[src/rtl/hi_reader_corr_param.sv]
// hi_reader_corr_param
//   Reader-side HF I/Q subcarrier correlator. ADC samples are correlated over a
//   2**WIN_LOG2 sample window against I and Q square references at a selectable
//   subcarrier rate. Once per window the result (I/Q or amplitude, with optional
//   reader-bit tagging for sniffing) is latched and serialized to the ARM over SSP.
//   All state changes on the falling edge of ck_1356meg.
// Ports
//   ck_1356meg           13.56 MHz clock
//   reset                asynchronous, active-high
//   adc_d                unsigned ADC sample
//   subcarrier_frequency 0:848k 1:424k 2:212k 3:106k
//   out_mode             0:IQ 1:amplitude 2:sniff IQ 3:sniff amplitude
//   adc_clk              ADC clock (= ck_1356meg)
//   corr_i / corr_q      latched result words
//   out_valid            one-cycle pulse when corr_i/corr_q update
//   reader_bit           hysteresis reader-modulation bit
//   ssp_clk/frame/din    serial link to the ARM, MSB first
module hi_reader_corr_param #(
    parameter int ADC_W    = 8,
    parameter int WIN_LOG2 = 6,
    parameter int ACC_W    = 14,
    parameter int OUT_W    = 8,
    parameter int IQ_SHIFT = 4,
    parameter int HYST_TO  = 4095
) (
    input  logic             ck_1356meg,
    input  logic             reset,
    input  logic [ADC_W-1:0] adc_d,
    input  logic [1:0]       subcarrier_frequency,
    input  logic [1:0]       out_mode,
    output logic             adc_clk,
    output logic [OUT_W-1:0] corr_i,
    output logic [OUT_W-1:0] corr_q,
    output logic             out_valid,
    output logic             reader_bit,
    output logic             ssp_clk,
    output logic             ssp_frame,
    output logic             ssp_din
);

    localparam int LOW_W = $clog2(HYST_TO + 1);
    localparam logic [WIN_LOG2-1:0] CNT_ZERO = '0;
    localparam logic [WIN_LOG2-1:0] CNT_ONE  = WIN_LOG2'(1);
    localparam logic [WIN_LOG2-1:0] CNT_3    = WIN_LOG2'(3);
    localparam logic [WIN_LOG2-1:0] CNT_HALF = WIN_LOG2'(2 ** (WIN_LOG2 - 1));
    localparam logic [LOW_W-1:0]    LOW_LAST = LOW_W'(HYST_TO - 1);

    logic [WIN_LOG2-1:0]     cnt;
    logic signed [ACC_W-1:0] acc_i, acc_q;
    logic signed [ACC_W-1:0] samp;
    logic                    primed;     // a full window has been accumulated since reset
    logic                    rb_s0, rb_s32;
    logic [LOW_W-1:0]        low_cnt;
    logic [2*OUT_W-1:0]      shift;

    logic [WIN_LOG2-1:0]     cnt_k, cnt_k1;
    logic                    i_ref, q_ref;
    logic [ACC_W-1:0]        abs_i, abs_q, amp_max, amp_min, amp;
    logic signed [ACC_W-1:0] sh_i0, sh_q0, sh_i1, sh_q1;
    logic [OUT_W-1:0]        s2_i, s2_q;
    logic [OUT_W-1:0]        nxt_i, nxt_q, ld_i, ld_q;
    logic                    latch;
    logic                    rb_nxt;
    logic [LOW_W-1:0]        low_nxt;

    // Reference bit index: 3 + rate select, clamped so it stays inside cnt.
    function automatic int ref_k(input logic [1:0] f);
        int k;
        k = 3 + int'(f);
        if (k > WIN_LOG2 - 1) k = WIN_LOG2 - 1;
        return k;
    endfunction

    // Signed saturation of v to w bits, returned right-aligned in OUT_W bits.
    function automatic logic [OUT_W-1:0] sat_to(input logic signed [ACC_W-1:0] v, input int w);
        logic signed [ACC_W-1:0] hi, lo;
        hi = ACC_W'((1 <<< (w - 1)) - 1);
        lo = -hi - 1;
        if (v > hi)      return hi[OUT_W-1:0];
        else if (v < lo) return lo[OUT_W-1:0];
        else             return v[OUT_W-1:0];
    endfunction

    assign adc_clk = ck_1356meg;
    assign samp    = signed'({{(ACC_W-ADC_W){1'b0}}, adc_d});
    assign ssp_din = shift[2*OUT_W-1];
    assign latch   = (cnt == CNT_ZERO) && primed;

    always_comb begin
        cnt_k  = cnt >> ref_k(subcarrier_frequency);
        cnt_k1 = cnt >> (ref_k(subcarrier_frequency) - 1);
        i_ref  = ~cnt_k[0];
        q_ref  = ~(cnt_k[0] ^ cnt_k1[0]);
    end

    // Amplitude estimate max + min/2 on the finished accumulators.
    always_comb begin
        abs_i = acc_i[ACC_W-1] ? -acc_i : acc_i;
        abs_q = acc_q[ACC_W-1] ? -acc_q : acc_q;
        if (abs_i >= abs_q) begin
            amp_max = abs_i;
            amp_min = abs_q;
        end else begin
            amp_max = abs_q;
            amp_min = abs_i;
        end
        amp = amp_max + (amp_min >> 1);
    end

    always_comb begin
        sh_i0 = acc_i >>> IQ_SHIFT;
        sh_q0 = acc_q >>> IQ_SHIFT;
        sh_i1 = acc_i >>> (IQ_SHIFT + 1);
        sh_q1 = acc_q >>> (IQ_SHIFT + 1);
        s2_i  = sat_to(sh_i1, OUT_W - 1);
        s2_q  = sat_to(sh_q1, OUT_W - 1);
        nxt_i = corr_i;
        nxt_q = corr_q;
        case (out_mode)
            2'd0: begin
                nxt_i = sat_to(sh_i0, OUT_W);
                nxt_q = sat_to(sh_q0, OUT_W);
            end
            2'd1: {nxt_i, nxt_q} = {{(2*OUT_W-ACC_W){1'b0}}, amp};
            2'd2: begin
                nxt_i = {s2_i[OUT_W-2:0], rb_s0};
                nxt_q = {s2_q[OUT_W-2:0], rb_s32};
            end
            default: {nxt_i, nxt_q} = {amp[ACC_W-1 -: 2*OUT_W-2], rb_s0, rb_s32};
        endcase
        // The serializer always carries what corr_i/corr_q hold after this edge.
        ld_i = latch ? nxt_i : corr_i;
        ld_q = latch ? nxt_q : corr_q;
    end

    // Reader-bit hysteresis: the timeout release wins over the sample rule so a
    // carrier held low cannot pin the bit at 0.
    always_comb begin
        rb_nxt  = reader_bit;
        low_nxt = low_cnt;
        if (!reader_bit && (low_cnt == LOW_LAST)) begin
            rb_nxt  = 1'b1;
            low_nxt = '0;
        end else begin
            if (&adc_d)       rb_nxt = 1'b1;
            else if (~|adc_d) rb_nxt = 1'b0;
            low_nxt = reader_bit ? '0 : low_cnt + 1'b1;
        end
    end

    always_ff @(negedge ck_1356meg or posedge reset) begin
        if (reset) begin
            cnt        <= '0;
            acc_i      <= '0;
            acc_q      <= '0;
            corr_i     <= '0;
            corr_q     <= '0;
            out_valid  <= 1'b0;
            primed     <= 1'b0;
            rb_s0      <= 1'b0;
            rb_s32     <= 1'b0;
            reader_bit <= 1'b1;
            low_cnt    <= '0;
            ssp_clk    <= 1'b0;
            ssp_frame  <= 1'b0;
            shift      <= '0;
        end else begin
            cnt       <= cnt + 1'b1;
            out_valid <= latch;
            if (latch) begin
                corr_i <= nxt_i;
                corr_q <= nxt_q;
            end
            if (cnt == CNT_ZERO) begin
                acc_i  <= samp;
                acc_q  <= samp;
                primed <= 1'b1;
                rb_s0  <= reader_bit;
                shift  <= {ld_i, ld_q};
            end else begin
                acc_i <= i_ref ? acc_i + samp : acc_i - samp;
                acc_q <= q_ref ? acc_q + samp : acc_q - samp;
                if (cnt[1:0] == 2'd0) shift <= {shift[2*OUT_W-2:0], 1'b0};
            end
            if (cnt == CNT_HALF) rb_s32 <= reader_bit;
            reader_bit <= rb_nxt;
            low_cnt    <= low_nxt;
            if (cnt[1:0] == 2'd0)      ssp_clk <= 1'b1;
            else if (cnt[1:0] == 2'd2) ssp_clk <= 1'b0;
            if (cnt == CNT_ONE)        ssp_frame <= 1'b1;
            else if (cnt == CNT_3)     ssp_frame <= 1'b0;
        end
    end

endmodule

[config.mk]
export PLATFORM = sky130hd
export DESIGN_NAME = hi_reader_corr_param
export DESIGN_NICKNAME = d
export VERILOG_FILES = /design/src/rtl/hi_reader_corr_param.sv
export SDC_FILE = /design/constraint.sdc
export NUM_CORES = 1
export LEC_CHECK = 0
export CORE_ASPECT_RATIO = 1.75
export CORE_MARGIN = 5
export CORE_UTILIZATION = 50
export CTS_BUF_LIST = sky130_fd_sc_hd__clkbuf_4 sky130_fd_sc_hd__clkbuf_8 sky130_fd_sc_hd__clkbuf_16
export DETAILED_ROUTE_END_ITERATION = 8
export PLACE_DENSITY = 0.67
export SYNTH_ARGS = -nofsm -noshare
export SYNTH_HDL_FRONTEND = slang
export SYNTH_SLANG_ARGS = --single-unit
[constraint.sdc]
create_clock -name ck_1356meg -period 6.47 [get_ports ck_1356meg]
set_input_delay 1.6175 -clock ck_1356meg [delete_from_list [all_inputs] [get_ports ck_1356meg]]
set_output_delay 1.6175 -clock ck_1356meg [all_outputs]
set_load 0.05 [all_outputs]
## After elaboration in Yosys (flattened, before gate mapping)

Index checks and enable logic that the tools add are counted.

- Bits in registers: 85
- Word-level logic and storage cells: 89

- Add/sub/neg operators: 11
- $lt $le $gt $ge: 10
- Eq/ne operators: 8
- Shift-type cells: 2
- Multiplexer cells: 32
- Bitwise operators: 1
- Reductions and logical operators: 11

Operators with widths:

| kind | count |
|---|---|
| 14-bit 2-to-1 mux | 8 |
| 6-bit by 32-bit right shift with 1-bit output | 2 |
| 8-bit 2-to-1 mux | 6 |
| 8-bit one-hot mux with 3 select lines | 2 |
| 16-bit 2-to-1 mux | 2 |
| 32-bit by 2-bit subtractor with 32-bit output (second input constant) | 1 |
| 14-bit by 9-bit adder with 14-bit output | 2 |
| 7-bit 2-to-1 mux | 4 |
| 14-bit negation | 2 |
| 14-bit by 9-bit subtractor with 14-bit output | 2 |
| 12-bit 2-to-1 mux | 2 |
| 10-bit by 8-bit greater-than comparator with 1-bit output (second input constant) | 2 |
| 10-bit by 8-bit less-than comparator with 1-bit output (second input constant) | 2 |
| 9-bit by 7-bit greater-than comparator with 1-bit output (second input constant) | 2 |
| 9-bit by 7-bit less-than comparator with 1-bit output (second input constant) | 2 |
| 14-bit by 13-bit adder with 14-bit output | 1 |
| 14-bit greater-or-equal comparator | 1 |
| 12-bit by 1-bit adder with 12-bit output (second input constant) | 1 |
| 12-bit equality test (second input constant) | 1 |
| 8-bit AND reduction | 1 |
| 8-bit OR reduction | 1 |
| 1-bit 2-to-1 mux | 7 |
| 6-bit by 1-bit adder with 6-bit output (second input constant) | 1 |
| 6-bit by 1-bit equality test with 1-bit output (second input constant) | 1 |
| 14 further kinds | 19 |

## Longest topological paths before layout

Gate-level depths: netlist of run 1.

- Depth after elaboration: 8
- Mapped depth: 25

==> results.md, run 1 <==
* DR vias at about 7,000
* DR pass1 iterations at 7
* Skew-Pair Late Insertion Delay at 0.53 ns
* Outcome: complete, but fails checks
* CTS tree: yes
* Residual DRC at 0
* Fill cells at around 1,200
* Clock skew at roughly 0.050 ns
* Global route total overflow at 0
* Syn_nets at approximately 960
* Vias in the first global route at between 7,000 and 8,000
* Clock transition at path regs at roughly 0.050 ns
* Detailed Route Iter0 Violations at 286
* Total track usage at between 20% and 30%
* Initial Util at between 50% and 60%
* Slew @ Worst Pin at about 1.1 ns
* Seq/Total Area, Yosys at 29.5%
* YS warnings at 0
* Worst EP required at roughly 3.6 ns
* Worst r2r src: acc_i[1]
* Synthesized instance count at approximately 880
* Fin area at roughly 0.0093 sq mm
* CTS Hold Bufs at 0
* First-pass GRT wire length at about 35,000 um
* CP max FO at 6
* Maxcap violations at 0
* Ports at 36
* Synth-to-layout area growth at 29.1%
* IO buf count at 35
* Layout Nets at between 1,000 and 1,500
* CP startpoint: subcarrier_frequency[0]
* Initial antenna violation count at 0
* Worst Hold Launch: low_cnt[0]
* Final setup vio count at 25
* # diodes at 0
* Post-Route WL at around 21,000 um
* Vias per Instance at ~6
* Layout cells sized above 1 at a little under a quarter
* Hold Crit Class: reg -> reg
* Post-synthesis async set-or-reset flop share at 100%
* Predominant post-synthesis flop cell: dfrtn_1
* Final hold vios at 0
* Syn_area_per_cell at around 8.2 sq um
* RSZ-0062 raised after global routing: true
* Crit end category: register
* Post-synthesis cell type count at 70
* Failing checks: negative setup slack
* Max Slew Vio Count at 0
* Worst EP arrival at ~4.7 ns
* WL/cell at roughly 18 um
* Crit path kind: in -> reg
* Slew headroom at just under 30%
* Die Ht at ~170 um
* #FFs+latches synth at 85
* DP HPWL at about 16,000 um
* Die Footprint at about 0.017 sq mm
* Number of synthesized flops with an enable pin at 0
* Final worst setup slack at -1.18 ns
* Die W at between 100 and 150 um
* Most common cell after layout, fill and taps aside: buf_4
* Critical path launch point type: input port
* Cell Area, Synth at ~0.0072 sq mm
* Post-DP Area at between 0.008 and 0.009 sq mm
* Post-route ant nets at 0
* # rows at 58
* Largest net degree at the start of global routing at 45
* Commonest cells after routing, fill and taps aside: 111 x buf_4, 91 x nand2_1, 87 x nor2_1, 84 x dfrtn_1, 61 x ha_1
* Final Wtd Congestion at 0.957
* Core footprint at around 0.014 sq mm
==> through the flow <==
| step | util, % | hold slack [ns] | TNS (ns) | std cells | setup WS, ns |
|---|---|---|---|---|---|
| 5_1_grt | 65.1 | 0.452 | -22.00 | 1185 | -1.29 |
| 4_1_cts | 64.0 | 0.421 | -17.12 | 1175 | -1.19 |
| 2_1_floorplan | - | 0.389 | -19.98 | 877 | -1.33 |
| 6_report | 65.1 | 0.421 | -19.75 | 1185 | -1.18 |
| 3_3_place_gp | 58.9 | 0.413 | -43.42 | 1138 | -2.01 |
| 3_5_place_dp | 58.9 | 0.420 | -46.10 | 1138 | -2.15 |
==> logic make-up after synthesis <==
kind of cell | after synthesis | share of synthesized area [%]
fa+ha+maj | 67 | 11.9
mux | 34 | 4.96
buf+inv | 86 | 4.56
flops | 85 | 29.5
compound gates | 220 | 19.5
simple gates | 305 | 19.8
xor+xnor | 80 | 9.72
==> layer usage <==
metal / routed length, um / global-route usage, % / vias to the layer above
met5: 0 / 0 / -
met4: 1300 / 15.8 / 0
met3: 549 / 3.71 / 72
met2: 11900 / 47.6 / 166
met1: 7660 / 26.1 / 3378
li1: - / - / 3337
==> critical path, stage by stage <==
cell,delay (ns)
buf_8,0.10
nor2b_4,0.13
ha_4,0.25
mux4_2,0.51
nand2b_4,0.12
xor2_4,0.27
buf_4,0.19
mux2i_4,0.25
ha_1,0.27
nand2b_1,0.12
a21oi_2,0.10
o31a_1,0.33
a311o_1,0.29
and4_1,0.19
==> final timing paths <==
| kind | end | slack [ns] | cells after the start |
|---|---|---|---|
| max | acc_q[9] | -1.18 | 14 |
| min | low_cnt[0] | 0.42 | 1 |
| max reg2reg | shift[10] | 0.51 | 22 |
| min reg2reg | low_cnt[0] | 0.42 | 1 |
| max in group asynchronous | shift[8] | 1.32 | 3 |
| min in group asynchronous | low_cnt[9] | 4.59 | 2 |
==> layout make-up <==
class | instances | area (sq um) | area share [%]
tap | 180 | 225 | 2.42
clock inverter | 7 | 57.6 | 0.619
clock buffer | 14 | 324 | 3.48
multi-input combinational | 706 | 5170 | 55.6
inverter | 46 | 176 | 1.90
timing repair buffer | 147 | 1220 | 13.1
sequential | 85 | 2130 | 22.9
==> synth_stat cells (23+ instances only) <==
master | count | area [sq um]
a21oi_1 | 55 | 275
clkbuf_1 | 34 | 128
dfrtn_1 | 84 | 2100
ha_1 | 64 | 801
inv_1 | 46 | 173
mux2i_1 | 29 | 290
nand2_1 | 93 | 349
nand2b_1 | 23 | 144
nor2_1 | 94 | 353
o21ai_0 | 66 | 330
xnor2_1 | 36 | 315
xor2_1 | 44 | 385
==> timing repair <==
item / CTS / global route
pin swaps: 41 / 24
buffers inserted: 20 / 11
setup endpoints to repair: 37 / 32
resized for setup: 87 / 16
==> registers in the layout (all words and copies together) (netlist names) <==
register / count
corr_i: 8
corr_q: 8
reader_bit: 1
out_valid: 1
acc_i: 14
primed: 1
acc_q: 14
cnt: 6
ssp_clk: 1
low_cnt: 12
shift: 16
rb_s0: 1
ssp_frame: 1
rb_s32: 1
Power of run 1 is not shown: default switching activity piles up to over one toggle a cycle in this logic, so the estimate is an artifact.
==> run 2, diff against run 1 <==
Settings changed: CTS_CLUSTER_SIZE from default to 16, PLACE_DENSITY 0.67 to 0.7.
Clock period 6.47 ns to 7 ns, I/O delays scaled along.
==> run 2 against run 1 <==
The run still ends with negative setup slack left. Clock skew is 0.0027 ns higher. Worst hold slack worse by 0.0063 ns. Setup slack better by 0.19 ns. Sequential share of layout area is 0.089 points lower. Clock-buffer cell count is 1 lower. Largest cell class unchanged.
==> results.md, run 2 (synthesis results as in run 1) <==
* Die W at 101 um (unchanged)
* Crit end category: register
* Outcome: complete, but fails checks
* Synth-to-layout area growth at 29.6%
* Detailed Route Iter0 Violations at 277 (-3.1%)
* DR vias at 6,928 (-0.36%)
* First-pass GRT wire length at 34,200 um (-1.2%)
* Maxcap violations at 0 (unchanged)
* Initial antenna violation count at 0 (unchanged)
* Commonest cells after routing, fill and taps aside: 99 x buf_4, 89 x nand2_1, 85 x nor2_1, 84 x dfrtn_1, 59 x ha_1
* Max FFs per register at 16 (unchanged)
* Layout cells sized above 1 at 21.7% (-1.3 points)
* IO buf count at 35 (unchanged)
* FF-to-FF setup slack at 0.74 ns (+0.23 ns)
* RSZ-0062 raised after global routing: true
* Initial Util at 50.4% (unchanged)
* Skew-Pair Late Insertion Delay at 0.53 ns (about the same)
* Failing checks: negative setup slack
* WL/cell at 17.9 um (-0.78%)
* Total track usage at 25.3% (-0.33 points)
* Worst EP required at 3.83 ns (+0.26 ns)
* Critical path launch point type: input port
* Slew @ Worst Pin at 0.746 ns (-0.307 ns)
* Top reg by flops: shift
* Ports at 36 (unchanged)
* Hold Crit Class: reg -> reg
* Most common cell after layout, fill and taps aside: buf_4
* Slew headroom at 50.2% (+21 points)
* Final Wtd Congestion at 0.913 (-4.6%)
* Largest regs: shift (16), acc_i (14), acc_q (14)
* Vias in the first global route at 7,179 (-0.79%)
* CTS Hold Bufs at 0 (unchanged)
* Post-route ant nets at 0 (unchanged)
* DR pass1 iterations at 5 (-2)
* # rows at 58 (unchanged)
* Layout Nets at 1,078 (-0.28%)
* Max Slew Vio Count at 0 (unchanged)
* Die Ht at 169 um (unchanged)
* Clock skew at 0.0529 ns (+0.00268 ns)
* Vias per Instance at 5.86 (-0.11%)
* Residual DRC at 0 (unchanged)
* Worst EP arrival at 4.81 ns (+0.07 ns)
* Global route total overflow at 0 (unchanged)
* Clock transition at path regs at 0.05 ns (about the same)
* Largest net degree at the start of global routing at 37 (-18%)
* DP HPWL at 15,500 um (-4.4%)
* # diodes at 0 (unchanged)
* Final worst setup slack at -0.984 ns (+0.193 ns)
* Final Util at 65.3% (+0.25 points)
* Final setup vio count at 25 (unchanged)
* Core footprint at 0.0143 sq mm (unchanged)
* CTS tree: yes
* Crit path kind: in -> reg
* Die Footprint at 0.0170 sq mm (unchanged)
* Final hold vios at 0 (unchanged)
* CP max FO at 8 (+2)
* Post-Route WL at 21,200 um (-1.0%)
-- run 2: metal layers --
layer / vias up / wire length [um] / track usage (%)
li1: 3331 / - / -
met1: 3332 / 7620 / 25.9
met2: 176 / 11500 / 47.2
met3: 89 / 570 / 2.97
met4: 0 / 1490 / 15.8
met5: - / 0 / 0
-- run 2: area by class of cell --
| cell class | instances | area (sq um) |
|---|---|---|
| clock buffer | 13 | 310 |
| fill | 1160 | 4950 |
| clock inverter | 8 | 95.1 |
| timing repair buffer | 144 | 1220 |
| tap | 180 | 225 |
| multi-input combinational | 706 | 5190 |
| inverter | 46 | 176 |
| sequential | 85 | 2130 |
-- run 2: what timing repair did --
item                                    in CTS  in global routing
gates resized for setup                     66                 35
setup buffers                               13                  7
endpoints found under the setup margin      29                 28
pin swaps                                   46                 39
-- run 2: stage by stage --
step / worst slack [ns] / hold WS [ns] / area [sq um] / setup TNS [ns] / cells
4_1_cts: -0.913 / 0.418 / 9180 / -13.23 / 1179
5_1_grt: -1.09 / 0.438 / 9340 / -18.38 / 1182
2_1_floorplan: -1.20 / 0.389 / 7350 / -16.76 / 877
3_5_place_dp: -1.94 / 0.417 / 8500 / -38.50 / 1147
6_report: -0.984 / 0.415 / 9340 / -15.64 / 1182
3_3_place_gp: -1.86 / 0.413 / 8500 / -37.40 / 1147
-- run 2: path summary, 6_finish.rpt --
check,startpoint,endpoint,cells past startpoint
max,subcarrier_frequency[0],acc_q[9],16
min,low_cnt[0],low_cnt[0],1
max reg2reg,acc_i[4],shift[10],22
min reg2reg,low_cnt[0],low_cnt[0],1
max in group asynchronous,reset,acc_i[13],3
min in group asynchronous,reset,low_cnt[4],2
-- run 2: critical path, stage by stage --
cell and delay [ns]:
buf_8 0.10, nor2b_4 0.13, ha_4 0.26, mux4_2 0.51
nand2b_4 0.12, xor2_4 0.17, buf_12 0.15, buf_6 0.11
nor2_4 0.03, xnor2_2 0.19, ha_4 0.25, a21o_1 0.20
a21o_1 0.20, buf_6 0.12, a311o_1 0.31, and4_1 0.20
Power of run 2 is left out for the same reason.
==> run 3, diff against run 2 <==
Settings changed: DONT_BUFFER_PORTS from default to 1, PLACE_DENSITY 0.7 to 0.67.
==> run 3 against run 2 <==
The run still ends with negative setup slack left. Critical path depth is 1 lower. Critical endpoint is now acc_q[12]. Setup slack gained 0.018 ns. Highest routed layer unchanged. Cell area shrank 8.0%. Non-clock buffer count fell by 63. Cell count shrank 5.7%.
==> results.md, run 3 (synthesis results as in run 1) <==
* Worst path bufs/invs at 1 (-3)
* Slew headroom at 46.9% (-3.3 points)
* Core footprint at 0.0143 sq mm (unchanged)
* Post-route ant nets at 0 (unchanged)
* Largest regs: shift (16), acc_i (14), acc_q (14)
* First-pass GRT wire length at 32,600 um (-4.6%)
* Total track usage at 24.4% (-0.95 points)
* Final Wtd Congestion at 0.921 (+0.90%)
* Layout Nets at 1,011 (-6.2%)
* Final worst setup slack at -0.966 ns (+0.0182 ns)
* Global route total overflow at 0 (unchanged)
* CTS Hold Bufs at 0 (unchanged)
* Initial Util at 50.4% (unchanged)
* Deepest clock path buffer count at 2
* Worst EP arrival at 4.65 ns (-0.16 ns)
* CP max FO at 3 (-5)
* Num CTS Buffers at 9
* Failing checks: negative setup slack
* Top reg by flops: shift
* Worst path cell trace: nor2b_4 > ha_4 > mux4_2 > nand2b_4 > xor2_4 > buf_12 > mux2i_4 > fa_2 > a21o_1 > a21oi_2 > nand2b_4 > a211o_1 > o21ai_2 > xnor2_1 > nor2_1
* Outcome: complete, but fails checks
* Most common cell after layout, fill and taps aside: nand2_1
* Die Footprint at 0.0170 sq mm (unchanged)
* Met3 Use GR at 3.38% (+0.41 points)
* Post-Route WL at 20,600 um (-2.6%)
* Critical path's largest stage delay at 0.51 ns (about the same)
* Hold Crit Class: reg -> reg
* Critical path launch point type: input port
* RSZ-0062 raised after global routing: true
* Maxcap violations at 0 (unchanged)
* Layout cells sized above 1 at 17.9% (-3.8 points)
* Slowest CP cell: mux4_2
* Top Family by Delay on Critical Path: multiplexers
* IO buf count at 0 (-100%)
* Clk root buf: clkbuf_16
* Placed insts at 1,079 (-5.9%)
* Die W at 101 um (unchanged)
* # H-tree levels at 3
* Slew @ Worst Pin at 0.794 ns (+0.0478 ns)
* Synth-to-layout area growth at 19.2%
* Crit path kind: in -> reg
* Largest net degree at the start of global routing at 37 (unchanged)
* GR Layer Usage met1 at 24.4% (-1.5 points)
* # diodes at 0 (unchanged)
* Ports at 36 (unchanged)
* Final setup vio count at 23 (-8.0%)
* Max Slew Vio Count at 0 (unchanged)
* Vias per Instance at 5.92 (+1.1%)
* Skew-Pair Late Insertion Delay at 0.40 ns (-0.13 ns)
* Detailed Route Iter0 Violations at 246 (-11%)
* GRT busiest layer: met2
* Die Ht at 169 um (unchanged)
* DR vias at 6,605 (-4.7%)
* DR pass1 iterations at 5 (unchanged)
* CTS tree: yes
* WHS at 0.427 ns (+0.0126 ns)
* # clock sinks at 85
* Most frequent CP cell: nand2b_4
* GR Util met2 at 45.5% (-1.7 points)
* Worst EP required at 3.68 ns (-0.15 ns)
* Clock skew at 0.0536 ns (+0.000721 ns)
* Final hold vios at 0 (unchanged)
* Residual DRC at 0 (unchanged)
* Commonest cells after routing, fill and taps aside: 92 x nand2_1, 90 x nor2_1, 84 x dfrtn_1, 72 x buf_4, 61 x ha_1
* Max FFs per register at 16 (unchanged)
* WL/cell at 18.5 um (+3.2%)
* Final cell count without fillers at 1,115 (-5.7%)
* DP HPWL at 16,000 um (+3.1%)
* Crit end category: register
* Vias in the first global route at 6,709 (-6.5%)
* Clock transition at path regs at 0.05 ns (about the same)
* Initial antenna violation count at 0 (unchanged)
* # rows at 58 (unchanged)
* Final Util at 60.1% (-5.2 points)
run 3: stage by stage:
stage	TNS, ns	worst slack (ns)	instance area, sq um
finish	-13.76	-0.966	8600
detailed placement	-23.49	-1.43	7920
floorplan	-16.76	-1.20	7350
global route	-16.48	-1.07	8600
CTS	-13.09	-0.998	8410
global placement	-22.25	-1.36	7920
run 3: final timing paths:
path	from	slack, ns	endpoint	cells past startpoint
max reg2reg	acc_i[4]	0.85	shift[10]	22
min in group asynchronous	reset	4.79	low_cnt[4]	1
min reg2reg	low_cnt[0]	0.43	low_cnt[0]	1
max in group asynchronous	reset	1.56	corr_q[1]	2
min	low_cnt[0]	0.43	low_cnt[0]	1
max	subcarrier_frequency[0]	-0.97	acc_q[12]	15
run 3: worst reg2reg max path, delay by kind of cell, from the launching register on:
| family | cells | cell delay [ns] |
|---|---|---|
| AOI/OAI and AO/OA | 8 | 2.09 |
| and+or+nand+nor | 9 | 2.07 |
| adders and majority gates | 2 | 0.63 |
| DFF | 1 | 0.45 |
| xor gates and xnor gates | 1 | 0.36 |
| buffers and inverters | 2 | 0.42 |
run 3: area by class of cell:
class	instances	area [sq um]
Fill cell	1235	5700
Clock buffer	9	225
Inverter	46	176
Clock inverter	8	80.1
Sequential cell	85	2130
Tap cell	180	225
Multi-Input combinational cell	706	5090
Timing Repair Buffer	81	672
run 3: layer usage:
| layer | vias up | routed length, um |
|---|---|---|
| li1 | 3203 | - |
| met3 | 69 | 649 |
| met4 | 0 | 1330 |
| met5 | - | 0 |
| met2 | 180 | 11200 |
| met1 | 3153 | 7420 |
run 3: repair_timing:
item                                    CTS  global route
buffers inserted                          9            12
pin swaps                                18            29
resized for setup                        30            16
endpoints found under the setup margin   24            24
Power of run 3 is left out for the same reason.
